===== src/rtl/timer_ctrl_pkg.sv =====
// Shared types for timer_ctrl: opcode and FSM state encodings, default widths.
// Optional TIMER_CTRL_IRQ_CNT_EN makes opcode 7 (READ_IRQ_CNT) legal.
package timer_ctrl_pkg;

  localparam int COUNT_W_DEF = 32;
  localparam int IRQ_CNT_W   = 8;

  typedef enum logic [2:0] {
    OP_START        = 3'd0,
    OP_CAPTURE      = 3'd1,
    OP_CLR_CAP      = 3'd2,
    OP_SET_ALARM    = 3'd3,
    OP_DIS_ALARM    = 3'd4,
    OP_RST_TMR      = 3'd5,
    OP_READ         = 3'd6,
    OP_READ_IRQ_CNT = 3'd7
  } op_e;

  typedef enum logic [1:0] {
    ST_IDLE     = 2'd0,
    ST_ISSUE    = 2'd1,
    ST_WAIT_CAP = 2'd2,
    ST_RESP     = 2'd3
  } state_e;

  function automatic logic op_legal(op_e op);
`ifdef TIMER_CTRL_IRQ_CNT_EN
    return (op == op) ? 1'b1 : 1'b0;
`else
    return (op != OP_READ_IRQ_CNT);
`endif
  endfunction

endpackage


===== src/rtl/timer_ctrl_irq.sv =====
// Alarm edge detector feeding a sticky, acknowledgeable interrupt.
// With TIMER_CTRL_IRQ_CNT_EN, also an 8-bit saturating count of alarm edges.
module timer_ctrl_irq
  import timer_ctrl_pkg::*;
(
  input  logic                 clk_in,
  input  logic                 rst_an_in,
  input  logic                 alarm_in,
  input  logic                 ack_in,
  input  logic                 clr_in,
`ifdef TIMER_CTRL_IRQ_CNT_EN
  input  logic                 cnt_clr_in,
  output logic [IRQ_CNT_W-1:0] cnt_out,
`endif
  output logic                 irq_out
);

  logic alarm_q;
  logic alarm_rise;

  assign alarm_rise = alarm_in & ~alarm_q;

  // A new edge always wins over ack or a timer-reset clear in the same cycle.
  always_ff @(posedge clk_in or negedge rst_an_in) begin
    if (!rst_an_in) begin
      alarm_q <= 1'b0;
      irq_out <= 1'b0;
    end else begin
      alarm_q <= alarm_in;
      if (alarm_rise)
        irq_out <= 1'b1;
      else if (ack_in || clr_in)
        irq_out <= 1'b0;
    end
  end

`ifdef TIMER_CTRL_IRQ_CNT_EN
  always_ff @(posedge clk_in or negedge rst_an_in) begin
    if (!rst_an_in)
      cnt_out <= '0;
    else if (cnt_clr_in)
      cnt_out <= alarm_rise ? IRQ_CNT_W'(1) : '0;
    else if (alarm_rise && (cnt_out != {IRQ_CNT_W{1'b1}}))
      cnt_out <= cnt_out + 1'b1;
  end
`endif

endmodule


===== src/rtl/timer_ctrl.sv =====
// Command-driven initiator for the timer control interface: one command in
// flight, pulse/level generation, response capture. Option: TIMER_CTRL_IRQ_CNT_EN.
module timer_ctrl
  import timer_ctrl_pkg::*;
#(
  parameter int COUNT_W = COUNT_W_DEF,
  parameter int CAP_LAT = 2
) (
  input  logic               clk_in,
  input  logic               rst_an_in,
  input  logic               cmd_valid_in,
  output logic               cmd_ready_out,
  input  logic [2:0]         cmd_op_in,
  input  logic [COUNT_W-1:0] cmd_data_in,
  output logic               rsp_valid_out,
  input  logic               rsp_ready_in,
  output logic [COUNT_W-1:0] rsp_data_out,
  output logic               rsp_err_out,
  output logic               tmr_rst_out,
  output logic               tmr_start_out,
  output logic               tmr_capture_out,
  output logic               tmr_rst_capture_out,
  output logic               tmr_alarm_en_out,
  output logic [COUNT_W-1:0] tmr_alarm_out,
  input  logic [COUNT_W-1:0] tmr_captured_in,
  input  logic [COUNT_W-1:0] tmr_counter_in,
  input  logic               tmr_alarm_in,
  output logic               irq_out,
  input  logic               irq_ack_in
);

  localparam logic [3:0] WAIT_INIT = 4'(CAP_LAT - 1);

  state_e             state, state_next;
  op_e                op_q;
  op_e                op_in;
  logic [COUNT_W-1:0] data_q;
  logic [3:0]         wait_cnt;
  logic [COUNT_W-1:0] issue_data;
  logic               issue_err;

  assign op_in         = op_e'(cmd_op_in);
  assign cmd_ready_out = (state == ST_IDLE);
  assign rsp_valid_out = (state == ST_RESP);

`ifdef TIMER_CTRL_IRQ_CNT_EN
  logic [IRQ_CNT_W-1:0] irq_cnt;
`endif

  timer_ctrl_irq u_irq (
    .clk_in     (clk_in),
    .rst_an_in  (rst_an_in),
    .alarm_in   (tmr_alarm_in),
    .ack_in     (irq_ack_in),
    .clr_in     (tmr_rst_out),
`ifdef TIMER_CTRL_IRQ_CNT_EN
    .cnt_clr_in ((state == ST_ISSUE) && (op_q == OP_READ_IRQ_CNT)),
    .cnt_out    (irq_cnt),
`endif
    .irq_out    (irq_out)
  );

  always_ff @(posedge clk_in or negedge rst_an_in) begin
    if (!rst_an_in)
      state <= ST_IDLE;
    else
      state <= state_next;
  end

  always_comb begin
    state_next = state;
    case (state)
      ST_IDLE:     if (cmd_valid_in) state_next = ST_ISSUE;
      ST_ISSUE:    state_next = (op_q == OP_CAPTURE) ? ST_WAIT_CAP : ST_RESP;
      ST_WAIT_CAP: if (wait_cnt == 4'd0) state_next = ST_RESP;
      ST_RESP:     if (rsp_ready_in) state_next = ST_IDLE;
      default:     state_next = ST_IDLE;
    endcase
  end

  // Response value for every op except CAPTURE, sampled at the end of ISSUE.
  always_comb begin
    issue_data = '0;
    issue_err  = ~op_legal(op_q);
    case (op_q)
      OP_SET_ALARM: issue_data = data_q;
      OP_READ:      issue_data = tmr_counter_in;
`ifdef TIMER_CTRL_IRQ_CNT_EN
      OP_READ_IRQ_CNT: issue_data = COUNT_W'(irq_cnt);
`endif
      default:      issue_data = '0;
    endcase
  end

  always_ff @(posedge clk_in or negedge rst_an_in) begin
    if (!rst_an_in) begin
      op_q                <= OP_START;
      data_q              <= '0;
      wait_cnt            <= '0;
      rsp_data_out        <= '0;
      rsp_err_out         <= 1'b0;
      tmr_rst_out         <= 1'b0;
      tmr_start_out       <= 1'b0;
      tmr_capture_out     <= 1'b0;
      tmr_rst_capture_out <= 1'b0;
      tmr_alarm_en_out    <= 1'b0;
      tmr_alarm_out       <= '0;
    end else begin
      tmr_rst_out         <= 1'b0;
      tmr_start_out       <= 1'b0;
      tmr_capture_out     <= 1'b0;
      tmr_rst_capture_out <= 1'b0;
      case (state)
        // Pulses and alarm levels are registered at accept so they land in ISSUE.
        ST_IDLE: if (cmd_valid_in) begin
          op_q   <= op_in;
          data_q <= cmd_data_in;
          case (op_in)
            OP_START:     tmr_start_out       <= 1'b1;
            OP_CAPTURE:   tmr_capture_out     <= 1'b1;
            OP_CLR_CAP:   tmr_rst_capture_out <= 1'b1;
            OP_SET_ALARM: begin
              tmr_alarm_out    <= cmd_data_in;
              tmr_alarm_en_out <= 1'b1;
            end
            OP_DIS_ALARM: tmr_alarm_en_out <= 1'b0;
            OP_RST_TMR: begin
              tmr_rst_out      <= 1'b1;
              tmr_alarm_en_out <= 1'b0;
            end
            default: ;
          endcase
        end
        ST_ISSUE: begin
          wait_cnt <= WAIT_INIT;
          if (op_q != OP_CAPTURE) begin
            rsp_data_out <= issue_data;
            rsp_err_out  <= issue_err;
          end
        end
        ST_WAIT_CAP: begin
          if (wait_cnt == 4'd0) begin
            rsp_data_out <= tmr_captured_in;
            rsp_err_out  <= 1'b0;
          end else begin
            wait_cnt <= wait_cnt - 4'd1;
          end
        end
        default: ;
      endcase
    end
  end

endmodule


===== config.mk =====
export PLATFORM = sky130hd
export DESIGN_NAME = timer_ctrl
export DESIGN_NICKNAME = d
export VERILOG_FILES = /design/src/rtl/timer_ctrl_pkg.sv /design/src/rtl/timer_ctrl_irq.sv /design/src/rtl/timer_ctrl.sv
export SDC_FILE = /design/constraint.sdc
export NUM_CORES = 1
export LEC_CHECK = 0
export CORE_MARGIN = 3
export CORE_UTILIZATION = 50
export DETAILED_ROUTE_END_ITERATION = 7
export PLACE_DENSITY_LB_ADDON = 0.2
export SLEW_MARGIN = 20
export SYNTH_ARGS = -nofsm -noshare
export SYNTH_HDL_FRONTEND = slang
export SYNTH_SLANG_ARGS = --single-unit
export TNS_END_PERCENT = 1

===== constraint.sdc =====
create_clock -name clk_in -period 3.6 [get_ports clk_in]
set_input_delay 1.08 -clock clk_in [delete_from_list [all_inputs] [get_ports clk_in]]
set_output_delay 1.08 -clock clk_in [all_outputs]
set_load 0.05 [all_outputs]

==> metrics.cfg, run 1 <==
[outcome]
outcome = completed

[setup_path]
reg2regPathDepth = 7
cp_data_required_time_ps = 2520
crit_type = register to output port
cp-end-kind = output port
path_max_fanout = 7
cp.arrival_ps = 2200
crit_path_start_kind = register

[synth]
yosysUniqueCellTypes = 35
synth.area.top_cells = dfrtp_1 (52%), mux2_2 (14%), nand3b_1 (8.8%)
syn_nets = 586
avgSynthCellArea_sq_um = 11.50
ys_seq_area_share_pct = 51.78
synth_top_cell_area_share_pct = 51.78
synth_common_cells = dfrtp_1 (113), mux2_2 (68), nand3b_1 (64), nand2_1 (41), nand3_1 (34)
yosysMostFrequentCell = dfrtp_1
synth_edf_count = 0
syn-instance-count = 475
netlist_area_sq_um = 5461
synth_seq_cells = 113
synth_top_area_cell = dfrtp_1
async_flop_share_pct = 100.0
yosys_warnings = 0
synthFlopType = dfrtp_1

[die]
ios = 178
initial_core_util_pct = 52.20
die_y_um = 110.5
die_width_um = 110.5
core-area_sq_um = 10460
rows = 37
dieArea_sq_um = 12210

[global_routing]
gr-max-usage-layer = met2
grtUsageMet1_pct = 31.49
met2_usage_pct = 42.60
grt_use_total_pct = 25.02
grt_max_degree = 65
overflow = 0
grt_pass1_wl_um = 25020
met3_usage_pct = 7.233
antenna_found_initial = 0
first_global_vias = 4971

[finish]
multiInputGateArea_sq_um = 2411
fillerInstances = 738
stdcell_count = 788
utilization_pct = 75.03
area.sequential_sq_um = 2830
nets = 750
antenna-diode-count = 0
final_cell_area_sq_um = 7850
drive_gt1_share_pct = 18.56
area_growth_syn_to_layout_pct = 43.73

[detailed_routing]
ant_nets = 0
vias = 4509
drt_drc_violations_left = 0
wl_um = 14790
dr.pass1.iters = 5
drt_iter0_markers = 276
via_per_inst = 5.722
post_drt_wl_per_cell_um = 18.77

[sta]
slew_violations = 0
rsz0062_at_grt = no
max_slew_margin_pct = 35.90
tightest_slew_ps = 961.0
tns_ps = 0
setup_viol = 0
hold_viol_final = 0
min_period_ps = 3279
fmax_ghz = 0.3050
skew_ps = 10.81
finalCritPeriodShare_pct = 91.08

[power]
p_leak_nw = 3.201
power_density_nw_per_um2 = 1055
finalPower_w = 0.008278
vdd_drop_max_uv = 564.2

[placed_design]
dpl.cell_count = 756
placed_area_sq_um = 7306
portBuffers = 177
hpwl_um = 10080
gp_congestion = 0.8290

[clock_network]
root_buffer = clkbuf_8
h-tree-depth = 4
cts_tree = yes
clk-insertion-delay-late_ps = 500
clock_path_buffers = 2
postCtsSetupBuffers = 0
cts_made_buffers = 17
path_clk_slew_ps = 60
ctsResizeCount = 0
cts_hold_buffers = 0
clock_sinks = 113

[job]
max-cap-violations = 0

[hold_path]
hold_depth = 1
hold_path_class = register to register

routing by layer:
| layer | up-vias | routed length (um) |
|---|---|---|
| met3 | 18 | 971 |
| li1 | 2064 | - |
| met1 | 2244 | 6211 |
| met2 | 183 | 7388 |
| met5 | - | 0 |
| met4 | 0 | 222 |
layout by cell type, fill, tap and decap left out, drive strengths merged, types with 4 or more instances in the layout:
cell | Yosys | layout
clkdlybuf4s50 | 0 | 176
dfrtp | 113 | 113
mux2 | 68 | 68
nand3b | 64 | 64
nand2 | 41 | 41
nand3 | 34 | 34
a21oi | 33 | 33
o32a | 33 | 33
clkbuf | 32 | 20
buf | 12 | 13
clkinv | 0 | 8
inv | 6 | 6
ha | 6 | 6
mux2i | 4 | 4
nor2 | 4 | 4
metrics by stage:
step / hold WS [ps] / setup WS (ps)
after floorplan: 399.6 / 1315
after global placement: 411.5 / 853.7
after detailed placement: 420.5 / 814.6
after CTS: 428.4 / 292.8
after global routing: 457.7 / 205.1
final: 422.7 / 321.1
flip-flops by register name (all words and copies together) (netlist names):
register	flops
op_q	3
wait_cnt	4
tmr_rst_capture_out	1
data_q	32
u_irq.irq_out	1
tmr_alarm_out	32
tmr_rst_out	1
tmr_start_out	1
tmr_capture_out	1
rsp_data_out	32
tmr_alarm_en_out	1
rsp_err_out	1
u_irq.alarm_q	1
state	2
worst paths after layout:
kind / from / end / slack [ps]
worst min register to register: u_irq.alarm_q / u_irq.irq_out / 420
worst max-delay path: state[0] / cmd_ready_out / 320
min in group asynchronous: rst_an_in / u_irq.irq_out / 590
worst max register to register: state[0] / rsp_data_out[2] / 1060
worst min-delay path: u_irq.alarm_q / u_irq.irq_out / 420
max in group asynchronous: rst_an_in / rsp_data_out[11] / 2240
layout make-up:
type                    instances  share of cell area (%)
multi-input cells             312                   30.71
well taps                     136                   2.168
repair buffers                189                   23.84
clock buffers                  20                   5.419
inverters                       6                  0.2869
flip-flops and latches        113                   36.05
clock inverters                12                   1.514
kinds of logic (layout without fill, tap and decap cells):
family,Yosys count,after routing,synth area share (%)
compound gates,73,73,10.26
simple gates,160,160,17.27
xor+xnor,1,1,0.1604
mux,72,72,14.75
fa+ha+maj,6,6,1.375
buf+inv,50,227,4.398
flops,113,113,51.78
worst max-delay path, stage by stage (launching register included):
cell and delay (ps):
dfrtp_1 410, inv_1 120, ha_1 320, clkdlybuf4s50_1 850
power by group:
group / internal (W) / leakage, nW / switching, W / total [W]
logic: 0.00183 / 1.55 / 0.00261 / 0.00444
clock network: 0.000973 / 0.268 / 0.000561 / 0.00153
registers: 0.00187 / 1.38 / 0.000430 / 0.00230
Power figures use the tool's default switching activity.
==> run 2: changes to the inputs <==
--- a/config.mk
+++ b/config.mk
@@ -5,7 +5,7 @@
 export SDC_FILE = /design/constraint.sdc
 export NUM_CORES = 1
 export LEC_CHECK = 0
-export CORE_MARGIN = 3
+export CORE_MARGIN = 1.5
 export CORE_UTILIZATION = 50
 export DETAILED_ROUTE_END_ITERATION = 7
 export PLACE_DENSITY_LB_ADDON = 0.2
==> metrics.cfg, run 2 (synthesis results as in run 1) <==
[detailed_routing]
drt_iter0_markers = 284  ; +2.9%
dr.pass1.iters = 5  ; unchanged
post_drt_wl_per_cell_um = 19.51  ; +3.9%
via_per_inst = 5.847  ; +2.2%
drt_drc_violations_left = 0  ; unchanged
ant_nets = 0  ; unchanged
wl_um = 15290  ; +3.4%
vias = 4584  ; +1.7%

[power]
vdd_drop_max_uv = 580.2  ; +2.8%
p_leak_nw = 3.191  ; -0.31%
power.internal_w = 0.004665  ; -0.24%
p_clk_share_pct = 18.4  ; about the same
power_density_nw_per_um2 = 1061  ; +0.66%
swShare_pct = 43.82  ; +0.31 points
pwr-share-comb_pct = 53.5  ; about the same
power.switching_w = 0.003639  ; +1.0%
p_seq_share_pct = 28.1  ; +0.3 points

[die]
dieArea_sq_um = 11560  ; -5.4%
rows = 37  ; unchanged
core-area_sq_um = 10460  ; unchanged
ios = 178  ; unchanged
die_y_um = 107.5  ; -2.7%
initial_core_util_pct = 52.20  ; unchanged
die_width_um = 107.5  ; -2.7%

[placed_design]
hpwl_um = 9891  ; -1.9%
gp_congestion = 0.7755  ; -6.5%
portBuffers = 177  ; unchanged

[finish]
layout_commonest_cell = clkdlybuf4s50_1
antenna-diode-count = 0  ; unchanged
nets = 747  ; -0.40%
final_cell_mix = clkdlybuf4s50_1 (176), dfrtp_1 (111), mux2_2 (68), nand3b_1 (64), nand2_1 (40)
reg_top3 = data_q: 32 flops, rsp_data_out: 32 flops, tmr_alarm_out: 32 flops
drive_gt1_share_pct = 17.90  ; -0.66 points
fillerInstances = 737  ; -0.14%
utilization_pct = 74.77  ; -0.26 points
area_growth_syn_to_layout_pct = 43.23

[global_routing]
first_global_vias = 4882  ; -1.8%
grt_use_total_pct = 28.14  ; +3.1 points
overflow = 0  ; unchanged
grt_max_degree = 70  ; +7.7%
grt_pass1_wl_um = 24680  ; -1.4%
antenna_found_initial = 0  ; unchanged

[sta]
setup_viol = 0  ; unchanged
skew_ps = 10.86  ; +0.05040 ps
max_slew_margin_pct = 25.90  ; -10 points
hold_viol_final = 0  ; unchanged
fmax_ghz = 0.3038  ; -0.40%
min_period_ps = 3292  ; +13.08 ps
rsz0062_at_grt = no
finalCritPeriodShare_pct = 91.45  ; +0.36 points
tns_ps = 0  ; unchanged
tightest_slew_ps = 1112  ; +150.5 ps
slew_violations = 0  ; unchanged

[clock_network]
cts_made_buffers = 17  ; unchanged
clk-insertion-delay-late_ps = 510  ; about the same
clock_path_buffers = 2  ; unchanged
cts_tree = yes
path_clk_slew_ps = 50  ; about the same
clock_sinks = 113  ; unchanged
postCtsSetupBuffers = 0  ; unchanged
cts_hold_buffers = 0  ; unchanged
h-tree-depth = 4  ; unchanged
ctsResizeCount = 0  ; unchanged
root_buffer = clkbuf_8

[setup_path]
crit_path_start_kind = register
path_max_fanout = 7  ; unchanged
cp_data_required_time_ps = 2520  ; about the same
crit_type = register to output port
cp-end-kind = output port
cp.arrival_ps = 2210  ; about the same

[hold_path]
hold_path_class = register to register

[outcome]
outcome = completed

[job]
max-cap-violations = 0  ; unchanged

## run 2: layout make-up
class / count / area, sq um / area share, %
clock buffers: 25 / 484.2 / 6.190
clock inverters: 6 / 55.05 / 0.7038
inverters: 6 / 22.52 / 0.2879
multi-input cells: 312 / 2411 / 30.82
flip-flops and latches: 113 / 2830 / 36.18
well taps: 136 / 170.2 / 2.175
repair buffers: 186 / 1849 / 23.64
## run 2: path summary, 6_finish.rpt
| path | start | cells past startpoint | slack, ps | to |
|---|---|---|---|---|
| worst max-delay path | state[1] | 3 | 310 | cmd_ready_out |
| worst min-delay path | u_irq.alarm_q | 1 | 450 | u_irq.irq_out |
| worst max register to register | op_q[0] | 3 | 930 | rsp_data_out[19] |
| worst min register to register | u_irq.alarm_q | 1 | 450 | u_irq.irq_out |
| max in group asynchronous | rst_an_in | 2 | 2200 | tmr_alarm_out[10] |
| min in group asynchronous | rst_an_in | 1 | 630 | u_irq.irq_out |
## run 2: per-stage QoR
| stage | power [W] | instances | setup WS (ps) | hold WS, ps | instance area (sq um) |
|---|---|---|---|---|---|
| after floorplan | 0.005415 | 475 | 1315 | 399.6 | 5461 |
| final | 0.008303 | 784 | 308.0 | 445.7 | 7823 |
| after global routing | 0.008716 | 784 | 222.2 | 506.9 | 7823 |
| after detailed placement | 0.006750 | 753 | 803.2 | 435.1 | 7283 |
| after CTS | 0.008324 | 784 | 296.1 | 444.0 | 7823 |
| after global placement | 0.006605 | 753 | 853.3 | 416.2 | 7283 |
## run 2: critical path: stages, from the launching register on
cell and delay (ps):
dfrtp_1 430, inv_1 110, ha_1 310, clkdlybuf4s50_1 860
## run 2: metal layers
| metal | track usage, % | up-vias | part of all wire [%] |
|---|---|---|---|
| met2 | 46.68 | 199 | 51 |
| li1 | - | 2054 | - |
| met3 | 6.053 | 34 | 6.0 |
| met5 | 0 | - | 0 |
| met1 | 35.13 | 2297 | 41 |
| met4 | 13.25 | 0 | 2.6 |
## run 2: power groups by stage
| stage | Sequential [W] | Clock, W | Combinational (W) |
|---|---|---|---|
| 2_1_floorplan | 0.00337 | 0 | 0.00205 |
| 3_3_place_gp | 0.00229 | 0 | 0.00431 |
| 3_5_place_dp | 0.00233 | 0 | 0.00442 |
| 4_1_cts | 0.00232 | 0.00154 | 0.00446 |
| 5_1_grt | 0.00240 | 0.00160 | 0.00471 |
| 6_report | 0.00233 | 0.00153 | 0.00445 |
